`config.mk`:
```
export PLATFORM = sky130hd
export DESIGN_NAME = switches_instr_queue
export DESIGN_NICKNAME = d
export VERILOG_FILES = /design/src/rtl/sw_io_pkg.sv /design/src/rtl/key_debouncer.sv /design/src/rtl/switches_instr_queue.sv
export SDC_FILE = /design/constraint.sdc
export NUM_CORES = 1
export LEC_CHECK = 0
export CORE_MARGIN = 2
export CORE_UTILIZATION = 53
export CTS_CLUSTER_SIZE = 40
export DETAILED_ROUTE_END_ITERATION = 10
export PLACE_DENSITY = 0.76
export SYNTH_ARGS = -nofsm -noshare
export SYNTH_HDL_FRONTEND = slang
export SYNTH_SLANG_ARGS = --single-unit
```
`constraint.sdc`:
```
create_clock -name clk -period 2.15 [get_ports clk]
set_input_delay 0.43 -clock clk [delete_from_list [all_inputs] [get_ports clk]]
set_output_delay 0.43 -clock clk [all_outputs]
set_load 0.02 [all_outputs]
```
`src/rtl/sw_io_pkg.sv`:
```
// Shared definitions for the board switch / key front end.
//   OP_W_DEF, ADDR_W_DEF : default instruction field widths
//   KEY_ENTER, KEY_CLEAR : indices of the enter and clear push-buttons on KEY
//   instr_fields_t       : one captured instruction, packed MSB-first as
//                          {codop, addA, addB_LMM, addC}, matching the SW
//                          field map read LSB-up.
package sw_io_pkg;

  localparam int OP_W_DEF   = 4;
  localparam int ADDR_W_DEF = 4;

  localparam int KEY_ENTER = 0;
  localparam int KEY_CLEAR = 1;

  typedef struct packed {
    logic [OP_W_DEF-1:0]   codop;
    logic [ADDR_W_DEF-1:0] addA;
    logic [ADDR_W_DEF-1:0] addB_LMM;
    logic [ADDR_W_DEF-1:0] addC;
  } instr_fields_t;

endpackage

```
`src/rtl/key_debouncer.sv`:
```
// Synchronises and debounces one active-low push-button and emits a single
// registered pulse per debounced press (stable level 1 -> 0).
// Ports:
//   clk_i   : system clock
//   rst_i   : synchronous reset, active-high
//   key_i   : raw active-low key level from the pin
//   press_o : one-cycle pulse, one per accepted press; releases give nothing
//
// After reset the debouncer is disarmed: it only arms once the synchronised
// level has been released (high) for DEB_CYCLES consecutive cycles. A key
// still held down across reset therefore cannot fire until it is released
// and pressed again.
module key_debouncer #(
  parameter int DEB_CYCLES = 50000
) (
  input  logic clk_i,
  input  logic rst_i,
  input  logic key_i,
  output logic press_o
);

  localparam int CW = $clog2(DEB_CYCLES);
  localparam logic [CW-1:0] CNT_LAST = CW'(DEB_CYCLES - 1);

  logic          sync1_q, sync2_q;
  logic          stable_q, stable_d;
  logic          stable_dly_q;
  logic          armed_q, armed_d;
  logic          press_q;
  logic [CW-1:0] cnt_q, cnt_d;

  always_comb begin
    cnt_d    = cnt_q;
    stable_d = stable_q;
    armed_d  = armed_q;
    if (!armed_q) begin
      // Count a continuous release before any press may be recognised.
      if (sync2_q) begin
        if (cnt_q == CNT_LAST) begin
          armed_d = 1'b1;
          cnt_d   = '0;
        end else begin
          cnt_d = cnt_q + CW'(1);
        end
      end else begin
        cnt_d = '0;
      end
    end else if (sync2_q != stable_q) begin
      if (cnt_q == CNT_LAST) begin
        stable_d = sync2_q;
        cnt_d    = '0;
      end else begin
        cnt_d = cnt_q + CW'(1);
      end
    end else begin
      cnt_d = '0;
    end
  end

  always_ff @(posedge clk_i) begin
    if (rst_i) begin
      sync1_q      <= 1'b1;
      sync2_q      <= 1'b1;
      stable_q     <= 1'b1;
      stable_dly_q <= 1'b1;
      armed_q      <= 1'b0;
      press_q      <= 1'b0;
      cnt_q        <= '0;
    end else begin
      sync1_q      <= key_i;
      sync2_q      <= sync1_q;
      stable_q     <= stable_d;
      stable_dly_q <= stable_q;
      armed_q      <= armed_d;
      // Falling edge of the debounced level, registered once more.
      press_q      <= stable_dly_q & ~stable_q;
      cnt_q        <= cnt_d;
    end
  end

  assign press_o = press_q;

endmodule

```
`src/rtl/switches_instr_queue.sv`:
```
// Front-panel instruction entry: debounces KEY[0] (enter) and KEY[1] (clear),
// captures the synchronised SW instruction fields on each enter press into a
// small FIFO and presents the head entry to the CPU with valid/ready.
// Ports:
//   clk, rst          : clock, synchronous active-high reset
//   KEY[3:0]          : active-low push-buttons (0 = enter, 1 = clear)
//   SW[SW_W-1:0]      : switches, LSB-up: addC, addB_LMM, addA, codop
//   codop/addA/addB_LMM/addC : head entry fields (qualify with instr_valid)
//   instr_valid       : FIFO non-empty
//   instr_ready       : consumer takes the head this cycle
//   fill_count        : entries held (0..DEPTH)
//   overflow          : sticky, an enter press found the FIFO full
//
// Handshake: the head is transferred on every clock edge where instr_valid
// and instr_ready are both high; the next head appears on the following
// cycle. instr_valid does not depend on instr_ready.
//
// Field outputs come from a registered head copy so that they hold the last
// popped value while empty and are untouched by a clear.
module switches_instr_queue
  import sw_io_pkg::*;
#(
  parameter int OP_W       = OP_W_DEF,
  parameter int ADDR_W     = ADDR_W_DEF,
  parameter int SW_W       = 18,
  parameter int DEB_CYCLES = 50000,
  parameter int DEPTH      = 4
) (
  input  logic                     clk,
  input  logic                     rst,
  input  logic [3:0]               KEY,
  input  logic [SW_W-1:0]          SW,
  output logic [OP_W-1:0]          codop,
  output logic [ADDR_W-1:0]        addA,
  output logic [ADDR_W-1:0]        addB_LMM,
  output logic [ADDR_W-1:0]        addC,
  output logic                     instr_valid,
  input  logic                     instr_ready,
  output logic [$clog2(DEPTH):0]   fill_count,
  output logic                     overflow
);

  localparam int ENTRY_W = OP_W + 3 * ADDR_W;
  localparam int PW      = $clog2(DEPTH);
  localparam int CW      = PW + 1;

  // Switch synchroniser
  logic [SW_W-1:0] sw_s1_q, sw_s2_q;

  always_ff @(posedge clk) begin
    if (rst) begin
      sw_s1_q <= '0;
      sw_s2_q <= '0;
    end else begin
      sw_s1_q <= SW;
      sw_s2_q <= sw_s1_q;
    end
  end

  // Switch bits above the instruction fields and KEY[3:2] carry nothing.
  if (SW_W > ENTRY_W) begin : g_sw_hi
    logic unused_sw_hi;
    assign unused_sw_hi = ^sw_s2_q[SW_W-1:ENTRY_W];
  end
  logic unused_key_hi;
  assign unused_key_hi = ^KEY[3:2];

  // Key events
  logic enter_ev, clear_ev;

  key_debouncer #(.DEB_CYCLES(DEB_CYCLES)) u_enter (
    .clk_i   (clk),
    .rst_i   (rst),
    .key_i   (KEY[KEY_ENTER]),
    .press_o (enter_ev)
  );

  key_debouncer #(.DEB_CYCLES(DEB_CYCLES)) u_clear (
    .clk_i   (clk),
    .rst_i   (rst),
    .key_i   (KEY[KEY_CLEAR]),
    .press_o (clear_ev)
  );

  // FIFO
  logic [ENTRY_W-1:0] mem_q [DEPTH];
  logic [PW-1:0]      wr_ptr_q, wr_ptr_d;
  logic [PW-1:0]      rd_ptr_q, rd_ptr_d;
  logic [CW-1:0]      cnt_q, cnt_d;
  logic               ovf_q, ovf_d;
  logic [ENTRY_W-1:0] head_q, head_d;
  logic [ENTRY_W-1:0] entry_in;
  logic               valid, do_pop, do_push;

  assign entry_in = sw_s2_q[ENTRY_W-1:0];
  assign valid    = (cnt_q != '0);

  always_comb begin
    wr_ptr_d = wr_ptr_q;
    rd_ptr_d = rd_ptr_q;
    cnt_d    = cnt_q;
    ovf_d    = ovf_q;
    head_d   = head_q;
    // Clear overrides both push and pop in the same cycle.
    do_pop   = valid && instr_ready && !clear_ev;
    // A full FIFO still accepts when the head leaves in the same cycle.
    do_push  = enter_ev && !clear_ev && ((cnt_q < CW'(DEPTH)) || do_pop);

    if (clear_ev) begin
      wr_ptr_d = '0;
      rd_ptr_d = '0;
      cnt_d    = '0;
      ovf_d    = 1'b0;
    end else begin
      if (enter_ev && !do_push) ovf_d = 1'b1;
      if (do_push) wr_ptr_d = wr_ptr_q + PW'(1);
      if (do_pop)  rd_ptr_d = rd_ptr_q + PW'(1);
      if (do_push && !do_pop)      cnt_d = cnt_q + CW'(1);
      else if (do_pop && !do_push) cnt_d = cnt_q - CW'(1);
      // Show-ahead: load whatever will sit at the read pointer next cycle,
      // bypassing the array when that slot is being written right now.
      if (cnt_d != '0) begin
        if (do_push && (wr_ptr_q == rd_ptr_d)) head_d = entry_in;
        else                                   head_d = mem_q[rd_ptr_d];
      end
    end
  end

  always_ff @(posedge clk) begin
    if (do_push) mem_q[wr_ptr_q] <= entry_in;
  end

  always_ff @(posedge clk) begin
    if (rst) begin
      wr_ptr_q <= '0;
      rd_ptr_q <= '0;
      cnt_q    <= '0;
      ovf_q    <= 1'b0;
      head_q   <= '0;
    end else begin
      wr_ptr_q <= wr_ptr_d;
      rd_ptr_q <= rd_ptr_d;
      cnt_q    <= cnt_d;
      ovf_q    <= ovf_d;
      head_q   <= head_d;
    end
  end

  assign codop       = head_q[ENTRY_W-1 -: OP_W];
  assign addA        = head_q[3*ADDR_W-1 -: ADDR_W];
  assign addB_LMM    = head_q[2*ADDR_W-1 -: ADDR_W];
  assign addC        = head_q[ADDR_W-1 -: ADDR_W];
  assign instr_valid = valid;
  assign fill_count  = cnt_q;
  assign overflow    = ovf_q;

endmodule

```
[Word-level counts from Yosys, hierarchy flattened]
Memory sizes are Yosys's and may differ from the RTL's. A register that Yosys moved wholly into a read port is not among the register bits.
Cells that the tools add are included.
Word-level totals
  input bits: 25
  register bits after elaboration: 84
  memories: 1
  bits in writable memories: 64
  logic and storage cells: 75
  output and inout bits: 21
Memories
  mem_q: depth 4, bits a word 16, read ports 1, clocked after memory_dff 1, wr ports 1, RTL line switches_instr_queue.sv:86  | logic [ENTRY_W-1:0] mem_q [DEPTH];
Operators by class
  $add $sub $neg: 6
  muxes and demuxes: 21
  reduce and logical (&&, ||, !) cells: 17
  eq/ne operators: 4
  $lt $le $gt $ge: 1
  bitwise logic cells: 5
Operators with widths (count)
  two-way mux 16 bit: 8
  adder 16 x 1 -> 16 bit, second input constant: 2
  == test 16 bit, second input constant: 2
  two-way mux 3 bit: 3
  two-way mux 1 bit: 8
  logical AND 1 bit: 7
  AND reduction 3 bit: 2
  nonzero test 3 bit: 2
  adder 2 x 1 -> 2 bit, second input constant: 2
  two-way mux 2 bit: 2
  adder 3 x 1 -> 3 bit, second input constant: 1
  logical NOT 1 bit: 3
  < comparator 3 bit, second input constant: 1
  NOT 1 bit: 3
  subtractor 3 x 1 -> 3 bit, second input constant: 1
  bitwise AND 1 bit: 2
  != test 1 bit: 2
  AND reduction 2 bit: 1
  OR reduction 2 bit: 1
  logical OR 1 bit: 1

[Depth between registers and ports, before layout]
  depth after elaboration: 12
  mapped depth: 11
  depth with buffers taken out: 9

[By module]
Synthesis repeated with hierarchy kept, for this count alone.
Unflattened totals
  cell total of the unflattened synthesis: 524
  area, all modules: 6558.8 um^2
By module, submodules not included
  switches_instr_queue: sequential area each 3042.9 um^2, area each 4699.5 um^2, cells each 326, times used 1
  key_debouncer: sequential area each 440.4 um^2, area each 929.6 um^2, cells each 99, times used 2

[Worst setup path after synthesis]
No wires, ideal clock.
  path type: register to register
  from: reg cnt_q[0], in the netlist fill_count[0]
  to: reg head_q[0] (read register of mem_q)
  period minus slack after synthesis: 2.461 ns
  buffers on the path: 1
  slack: -0.311 ns
  required time: 2.026 ns
  stages on the path, launching flop included: 9
  data arrival time: 2.337 ns
  cell sequence: dfxtp_1 > inv_1 > ha_1 > or4_4 > a21oi_2 > a221oi_2 > o31ai_2 > buf_4 > o22ai_2
Between the ends
  longest elaborated chain between the ends: 12
RTL lines
  start, declared: RTL line switches_instr_queue.sv:89  | logic [CW-1:0] cnt_q, cnt_d;
  start signal, assigned: RTL line switches_instr_queue.sv:143  | cnt_q <= cnt_d;
  parallel branches: the longest is 12 deep, another holds < comparator 3 bit
  end, declared: RTL line switches_instr_queue.sv:91  | logic [ENTRY_W-1:0] head_q, head_d;
Several ways; the timed one is not identified. The select of a mux whose other input is x is not followed.
A chain may end at the register's enable or synchronous reset.

[Worst setup path in the final report]
  from: reg cnt_q[1], in the netlist fill_count[1]
  to: reg head_q[3] (read register of mem_q)
Same word-level chain as after synthesis.

==> flow_summary.ini <==
[outcome]
status = finished with violations
failed_checks = setup timing

[clock_network]
cts_buffer_count = 17
tritoncts = yes
post_cts_hold_buffer_count = 0
clk_pin_slew_ps = 60
worstSkewPairLatency_ps = 420
numClockSinks = 164
clock_tree.htree_level_count = 4
cts.path.max_buffers = 2
clock-root-buffer = sky130_fd_sc_hd__clkbuf_16

[yosys]
syn_area_per_cell_um2 = 10.80
synth_area_leaders = sky130_fd_sc_hd__dfxtp_1 29%, sky130_fd_sc_hd__edfxtp_1 28%, sky130_fd_sc_hd__mux2i_1 4.8%
synthesized_netlist_net_count = 677
ys_top_cells_by_count = 100 x sky130_fd_sc_hd__dfxtp_1, 67 x sky130_fd_sc_hd__nor2_1, 64 x sky130_fd_sc_hd__edfxtp_1
synth.most_common_cell = sky130_fd_sc_hd__dfxtp_1
synth-seq-cells = 164
yosysSeqAreaShare_pct = 56.49
asyncSetResetFlopFracSynth_pct = 0
synth_cell_types = 49
ys_warn_count = 0
synth_cells = 643
synth_largest_area_cell = sky130_fd_sc_hd__dfxtp_1
synth_top_area_share_pct = 28.82
synth-edff-count = 64
synth_area_um2 = 6945
synth_flop_cell = sky130_fd_sc_hd__dfxtp_1

[critical_path]
critical_path_arrival_ps = 2470
rr_worst_depth = 10
reg2reg_from = fill_count[1]$_SDFF_PP0_
criticalPathCategory = reg2reg
critical_path_cell_with_the_highest_stage_delay = sky130_fd_sc_hd__dfxtp_4
max_stage_delay_ps = 360
critical-path-top-delay-family = simple AND/OR/NAND/NOR gates
worstPathRequired_ps = 2460
worst-path-max-fanout = 16
r2r_setup_slack_ps = -10
crit_chain = inv_2 -> ha_4 -> and2b_2 -> buf_4 -> or3_1 -> a21oi_1 -> o21ai_2 -> buf_12 -> mux2i_2 -> o22ai_2
endpoint_kind = register
worst_setup_path_start_kind = register
critical_path.n_buffers_inverters = 3
worstReg2RegEnd = head_q[3]$_SDFFE_PP0P_

[global_routing]
global_route_usage_over_all_layers_pct = 20.71
grt_first_pass_wirelength_mm = 23.04
grt_start_max_net_pins = 65
gr-total-overflow = 0
grt_use_met3_pct = 4.875
antenna_found_initial = 0
groute.layer.met1.usage_pct = 25.95
groute.layer.met2.usage_pct = 34.28
grt_pass1_vias = 4834
globalRoute.busiestLayer = met2

[pwr]
power.density_cell_area_nw_per_um2 = 1158
worst_ir_drop_vdd_v = 0.0005584
finalPower_mw = 9.747
cellLeakagePower_nw = 3.079

[final_layout]
finish.utilization_pct = 66.15
num-nets-final = 734
num_antenna_cells = 0
flow.area_growth_from_synthesis_pct = 21.17
layout_cell_share_with_drive_strength_beyond_1_pct = 15.29

[timing]
min_period_ps = 2162
slew_viol_final = 0
setup_violations = 3
worstMarginPinSlew_ps = 582.7
finalCritPeriodShare_pct = 100.6
setup_tns_ps = -31.43
slew_headroom_pct = 61.15
finalHoldViolCount = 0
maxClockFrequency_mhz = 462.4
setup_slack_of_the_critical_path_after_layout_ps = -12.47
setup_repair_after_global_routing_missed_its_margin = yes
clock-skew-final_ps = 6.770
whs_ps = 412.4

[detailed_routing]
postRouteAntennaNets = 0
post_drt_wl_per_cell_um = 15.73
post-route-drc-count = 0
firstDrtPassIters = 5
detailed_route_via_count = 4934
wirelength_mm = 13.92
first_iter_violations = 330
avgViaCountPerCell = 5.575

[placed_design]
dpl_worst_slack_ps = -282.3
hpwlAfterDp_mm = 9.150
gp_routability_congestion = 0.8411
placement.io_buffers = 41

[hold_path]
min_delay_path_depth = 2
hold_path.startpoint = u_clear.stable_dly_q$_SDFF_PP1_
worstHoldEndpoint = u_clear.press_o$_SDFF_PP0_
worst_hold_path_type = reg2reg

[run]
max_cap_violations = 0

[die]
initial_core_util_pct = 54.59
row_count = 41
chipHeight_um = 118.5
dieWidth_um = 118.5
die_area_um2 = 14040
core_um2 = 12720
ports = 46
[how the worst max path moves through the flow]
stage	depth (start not counted)	start	slack [ps]	end
after global placement	7	instr_ready	-250	head_q[8]$_SDFFE_PP0P_
after CTS	10	fill_count[1]$_SDFF_PP0_	-0.7	head_q[15]$_SDFFE_PP0P_
final	10	fill_count[1]$_SDFF_PP0_	-10	head_q[3]$_SDFFE_PP0P_
after global routing	9	fill_count[1]$_SDFF_PP0_	-130	head_q[11]$_SDFFE_PP0P_
after detailed placement	7	instr_ready	-280	head_q[7]$_SDFFE_PP0P_
after floorplan	10	fill_count[0]$_SDFF_PP0_	20	head_q[0]$_SDFFE_PP0P_
[report_power, final]
group	switching (mW)	leakage (nW)	internal [mW]
registers	0.0965	1.42	3.39
clock network	1.20	0.271	1.59
logic	1.91	1.39	1.56
[per-layer routing]
metal  wire (µm)  vias up
li1            -     2400
met1        5911     2331
met2        6808      179
met3         914       24
met4         285        0
met5           0        -
[per-stage QoR]
step | instances | cell area [µm²]
floorplan | 643 | 6993
global placement | 852 | 7826
detailed placement | 852 | 7826
CTS | 885 | 8406
global route | 885 | 8416
finish | 885 | 8416
[worst reg2reg max path, stage by stage (launching register included)]
cell,delay [ps]
sky130_fd_sc_hd__dfxtp_4,360
sky130_fd_sc_hd__inv_2,50
sky130_fd_sc_hd__ha_4,160
sky130_fd_sc_hd__and2b_2,200
sky130_fd_sc_hd__buf_4,160
sky130_fd_sc_hd__or3_1,350
sky130_fd_sc_hd__a21oi_1,180
sky130_fd_sc_hd__o21ai_2,100
sky130_fd_sc_hd__buf_12,180
sky130_fd_sc_hd__mux2i_2,240
sky130_fd_sc_hd__o22ai_2,80
[flip-flops by register name, indices dropped and copies added, names as in the netlist, 2 cells and up]
name           flops
mem_q             64
sw_s1_q           16
u_clear.cnt_q     16
sw_s2_q           16
u_enter.cnt_q     16
fill_count         3
rd_ptr_q           2
head_q            16
wr_ptr_q           2
[timing repair]
item,in CTS,in global routing
buffers inserted,1,0
pin swaps,0,0
endpoints found under the setup margin,17,33
gates resized for setup,9,5
[logic make-up (layout without fill, tap and decap cells)]
family / Yosys count / after routing / synth area share (%)
flops: 164 / 164 / 56.49
compound gates: 135 / 135 / 14.07
simple gates: 198 / 198 / 14.52
mux: 33 / 33 / 4.756
buf+inv: 69 / 139 / 4.125
fa+ha+maj: 9 / 9 / 1.621
xor+xnor: 35 / 35 / 4.414
[area by class of cell]
cell class / instances / area [µm²]
fillers: 995 / 4307
clock inverters: 10 / 72.57
multi-input cells: 410 / 2801
flip-flops and latches: 164 / 3933
repair buffers: 78 / 808.3
clock buffers: 22 / 476.7
inverters: 29 / 108.9
well taps: 172 / 215.2
[placed cells by master, fill, tap and decap left out, drive strengths merged, types with 3 or more instances in the layout]
master	n
ha	9
nand2b	4
nor2	67
nand3	17
clkbuf	22
clkdlybuf4s50	40
a22o	17
inv	32
a31oi	17
clkinv	6
o22ai	16
buf	38
o211ai	16
or2	8
a22oi	16
nor2b	36
xnor2	15
nand2	19
dfxtp	100
and2	6
a21oi	9
mux2i	33
or3	3
xor2	20
o21ai	37
edfxtp	64
and3	8
nor3	18
Power figures use the tool's default switching activity.
